File: config.mk
export PLATFORM = sky130hd
export DESIGN_NAME = uart_rx_fifo
export DESIGN_NICKNAME = d
export VERILOG_FILES = /design/src/rtl/uart_rx_fifo.sv
export SDC_FILE = /design/constraint.sdc
export NUM_CORES = 1
export LEC_CHECK = 0
export ABC_AREA = 1
export CELL_PAD_IN_SITES_DETAIL_PLACEMENT = 0
export CELL_PAD_IN_SITES_GLOBAL_PLACEMENT = 1
export CORE_ASPECT_RATIO = 1.25
export CORE_UTILIZATION = 25
export DETAILED_ROUTE_END_ITERATION = 7
export PLACE_DENSITY = 0.47
export SLEW_MARGIN = 20
export SYNTH_ARGS = -nofsm -noshare
export SYNTH_HDL_FRONTEND = slang
export SYNTH_SLANG_ARGS = --single-unit
File: constraint.sdc
create_clock -name clk_in -period 2.24 [get_ports clk_in]
set_input_delay 0.448 -clock clk_in [delete_from_list [all_inputs] [get_ports clk_in]]
set_output_delay 0.448 -clock clk_in [all_outputs]
set_load 0.03 [all_outputs]
File: src/rtl/uart_rx_fifo.sv
// uart_rx_fifo
// ------------
// Receive buffer that sits directly behind the UART receiver. It captures each
// byte the receiver presents with a one-cycle strobe and holds up to DEPTH
// bytes. The register interface sees the bytes as a first-word-fall-through
// queue: the head byte is always visible on rd_data_out, and rd_en_in pops it.
// The block tracks the fill level, sets a sticky overrun flag when a byte
// arrives while the buffer is full, and raises a level/overrun interrupt.
//
// Handshake: there is no back-pressure towards the receiver. A byte is
// offered for exactly one cycle by rx_data_valid_in=1. It is accepted when
// the buffer has room, or when a pop happens in the same cycle. Otherwise it
// is dropped and overrun_out is set. On the read side, rd_en_in=1 pops the
// head entry at the clock edge, but only when the buffer is not empty.
// A pop request on an empty buffer is ignored silently.
//
// Ports
//   clk_in            system clock, rising edge
//   reset_in          asynchronous active-low reset
//   rx_data_in        received byte
//   rx_data_valid_in  one-cycle strobe qualifying rx_data_in
//   rd_en_in          pop head entry at this edge
//   rd_data_out       head entry, 8'h00 while empty
//   empty_out         no entries stored
//   full_out          DEPTH entries stored
//   level_out         entry count, 0..DEPTH
//   overrun_out       sticky, set when a byte was dropped
//   overrun_clr_in    clears overrun_out (a set in the same cycle wins)
//   irq_out           (level_out >= THRESHOLD) | overrun_out
//
// DEPTH must be a power of two (>= 2) so that the pointers wrap naturally.

module uart_rx_fifo #(
  parameter int DEPTH     = 16,
  parameter int THRESHOLD = 8
) (
  input  logic                       clk_in,
  input  logic                       reset_in,
  input  logic [7:0]                 rx_data_in,
  input  logic                       rx_data_valid_in,
  input  logic                       rd_en_in,
  output logic [7:0]                 rd_data_out,
  output logic                       empty_out,
  output logic                       full_out,
  output logic [$clog2(DEPTH+1)-1:0] level_out,
  output logic                       overrun_out,
  input  logic                       overrun_clr_in,
  output logic                       irq_out
);

  localparam int AW = $clog2(DEPTH);
  localparam int LW = $clog2(DEPTH + 1);

  logic [7:0]    mem [DEPTH];
  logic [AW-1:0] wp;
  logic [AW-1:0] rp;
  logic [LW-1:0] count;
  logic          overrun;

  logic is_empty;
  logic is_full;
  logic do_pop;
  logic do_write;
  logic drop;

  assign is_empty = (count == '0);
  assign is_full  = (count == LW'(DEPTH));

  // A pop frees a slot in the same cycle, so a full buffer still accepts
  // a byte when it is popped at the same edge.
  assign do_pop   = rd_en_in && !is_empty;
  assign do_write = rx_data_valid_in && (!is_full || do_pop);
  assign drop     = rx_data_valid_in && !do_write;

  // Array contents are never reset. After a reset, count=0 makes any stale
  // data unreachable.
  always_ff @(posedge clk_in) begin
    if (do_write) begin
      mem[wp] <= rx_data_in;
    end
  end

  always_ff @(posedge clk_in or negedge reset_in) begin
    if (!reset_in) begin
      wp      <= '0;
      rp      <= '0;
      count   <= '0;
      overrun <= 1'b0;
    end else begin
      if (do_write) begin
        wp <= wp + AW'(1);
      end
      if (do_pop) begin
        rp <= rp + AW'(1);
      end
      if (do_write && !do_pop) begin
        count <= count + LW'(1);
      end else if (do_pop && !do_write) begin
        count <= count - LW'(1);
      end
      // A new drop wins over a clear in the same cycle.
      if (drop) begin
        overrun <= 1'b1;
      end else if (overrun_clr_in) begin
        overrun <= 1'b0;
      end
    end
  end

  // Every output depends only on registered state (count, rp, mem, overrun).
  assign rd_data_out = is_empty ? 8'h00 : mem[rp];
  assign empty_out   = is_empty;
  assign full_out    = is_full;
  assign level_out   = count;
  assign overrun_out = overrun;
  assign irq_out     = (count >= LW'(THRESHOLD)) || overrun;

endmodule
==> results of run 1 <==
==> cell families (layout without fill, tap and decap cells) <==
group,Yosys count,count (layout),share of synthesized area (%)
buffers and inverters,48,157,4.31
AO/OA/AOI/OAI,16,16,1.33
AND/OR/NAND/NOR,317,317,22.2
flip-flops,142,142,68.7
adder cells (fa/ha/maj),10,10,2.17
XOR/XNOR,9,9,1.29
==> report_power, final <==
group          total, mW  switching [mW]  internal, mW
Sequential          3.46           0.219          3.24
Combinational       6.12            3.49          2.62
Clock               2.94            1.02          1.92
Total               12.5            4.73          7.78
==> metrics by stage <==
stage	instance area (um^2)	TNS, ps	worst slack (ps)
global placement	7100	-3.17	-3.17
floorplan	6150	-66.0	-52.4
CTS	8240	-1910	-271
finish	8530	-1850	-253
detailed placement	7100	-31.3	-16.7
global route	8530	-2640	-350
==> what timing repair did <==
action	4_1_cts	5_1_grt
resized for setup	67	50
endpoints found under the setup margin	10	9
pin swaps	19	26
buffers inserted	11	6
gates cloned	6	2
==> layout make-up <==
type | instances | area [um^2]
Inverter | 23 | 101
Clock inverter | 7 | 135
Clock buffer | 25 | 475
Tap cell | 325 | 407
Fill cell | 2384 | 15300
Timing Repair Buffer | 102 | 1160
Multi-Input combinational cell | 352 | 2050
Sequential cell | 142 | 4200
==> worst register-to-register path, delay by kind of cell (launching register included) <==
family / cells / cell delay, ps
and+or+nand+nor: 10 / 740
AOI/OAI and AO/OA: 1 / 60
DFF: 1 / 430
adders and majority gates: 2 / 500
buffers and inverters: 3 / 200
==> worst max-delay path by stage <==
stage / to / slack, ps / startpoint
global route: rd_data_out[6] / -350 / rp[0]
finish: rd_data_out[1] / -250 / rp[0]
global placement: level_out[4] / -3 / rd_en_in
floorplan: level_out[4] / -50 / level_out[1]
detailed placement: level_out[3] / -20 / rd_en_in
CTS: rd_data_out[0] / -270 / rp[0]
==> cell usage in the layout (no fill, tap or decap), types with 6 or more instances in the layout <==
cell type / instances
a21oi_2: 7
buf_12: 13
buf_16: 6
buf_4: 53
buf_6: 7
clkbuf_1: 6
clkbuf_16: 19
clkdlybuf4s50_1: 19
dfrtp_1: 9
edfxtp_1: 128
ha_1: 7
inv_1: 11
inv_2: 7
nand2_1: 158
nand2_2: 32
nand3_1: 57
nand3_2: 46
nor2_1: 18
==> flip-flops by register name (all words and copies together), names as in the netlist <==
register and flops:
wp 4, rp 4, mem 128, level_out 5, overrun_out 1
==> layer usage <==
metal	part of all wire, %	vias to the layer above	GRT usage, %	wire length, um
met5	0	-	0	0
met4	2.0	0	6.00	359
met3	3.8	25	3.44	666
met2	50	83	24.9	8840
met1	44	2099	17.7	7740
li1	-	2054	-	-
==> run metrics, run 1 <==
R2R depth=16; setup ws final=-253 ps; Core Util, Final=35.8%; Worst Tran Pin Value=825 ps; final WL=17.6 mm; Finished Layout Cells=976; placed cells=919; area grow syn2layout=39.8%; critical path class=reg -> out; Leakage=3.28 nW; antenna cells=0; Max stage delay on crit path=500 ps; Yosys cell types=25; # clock sinks=142; Post-Synthesis Cells=542; # setup viols final=8; Yosys reg bits=142; final hold slack=343 ps; Final Max Tran Viols=0; gr usage total=14.6%; Rows=63; RSZ-0062 raised after global routing=true; area leader, netlist=edfxtp_1; CP Max Fanout=8; DRC violations left=0; hold crit path type=in -> async; Worst Skew=4.06 ps; grt ovf=0; type of origin of the critical path=register; Crit. End Element=output port; antenna-violating nets left=0; floorplan die height=177 um; Max clock buf depth=2; setup slack, reg-to-reg=190 ps; Critical Path AT=2050 ps; RD Place Congestion=0.735; Worst R2R Start=level_out[0]; Synth area leaders=edfxtp_1 63%, nand2_1 12%, nand3_1 8.4%; FMAX=0.401 GHz; Root Buffer=clkbuf_16; initial antenna violation count=0; CTS tree=done; Critical Path RT=1790 ps; Worst path slowest cell=dfrtp_2; Most used DFF post-synth=edfxtp_1; Clk Latency, worst-skew pair=420 ps; post-synth top area share=63.0%; Post-synth EDFFs=128; Ys Warns=0; vias in the first global route=4300; count leader, synth=nand2_1; worst reg2reg path endpoint=level_out[4]; PortBufs=29; CP top delay family=buffers and inverters; I/O pins=30; post-synthesis async set-or-reset flop share=9.86%; post-synthesis net count=565; status=complete, but fails checks; Die Width=142 um; first-pass GRT wire length=26.0 mm; failing checks=setup timing; mapped cell area=6100 um^2; largest net degree at the start of global routing=26; endpoints failing hold=0; CP Depth=10; Crit path buffers/inverters=4; Avg WL per Cell=18.0 um; commonest cells in the netlist=190 x nand2_1, 128 x edfxtp_1, 103 x nand3_1; final worst path period share=111%; vias per cell=4.37; total power draw=12.5 mW; register area share after synthesis=68.7%; slew margin rel.=44.8%; CTS Hold Buffers Added=0; pwr dens=1470 nW/um^2; first-iteration detailed-routing DRC count=231; via count=4261; Avg Cell Area, Syn=11.3 um^2; share of cells above drive strength 1=33.6%; fin crit period=2490 ps; Nets=661; Initial Util=25.6%; core area=23800 um^2; Clock transition at path regs=60 ps; Worst VDD drop=0.697 mV; DR pass1 iterations=4; CTS Buf Count=17; HPWL after DPL=10.2 mm; Clock H-tree levels=4; Die ar.=25000 um^2; MaxCap Viol Count=0; critical path, cell by cell=inv_8 -> buf_12 -> buf_12 -> nand2_1 -> nand3_2 -> nand3_2 -> nand2_2 -> nand2_1 -> a21oi_2 -> buf_6
No activity file was read; power rests on OpenSTA's default activity.
==> inputs of run 2 (changes only) <==
--- a/config.mk
+++ b/config.mk
@@ -6,6 +6,7 @@
 export NUM_CORES = 1
 export LEC_CHECK = 0
 export ABC_AREA = 1
+export ABC_CLOCK_PERIOD_IN_PS = 2240
 export CELL_PAD_IN_SITES_DETAIL_PLACEMENT = 0
 export CELL_PAD_IN_SITES_GLOBAL_PLACEMENT = 1
 export CORE_ASPECT_RATIO = 1.25
==> results of run 2 <==
No change in the layout: final DEF, timing and power equal those of run 1.
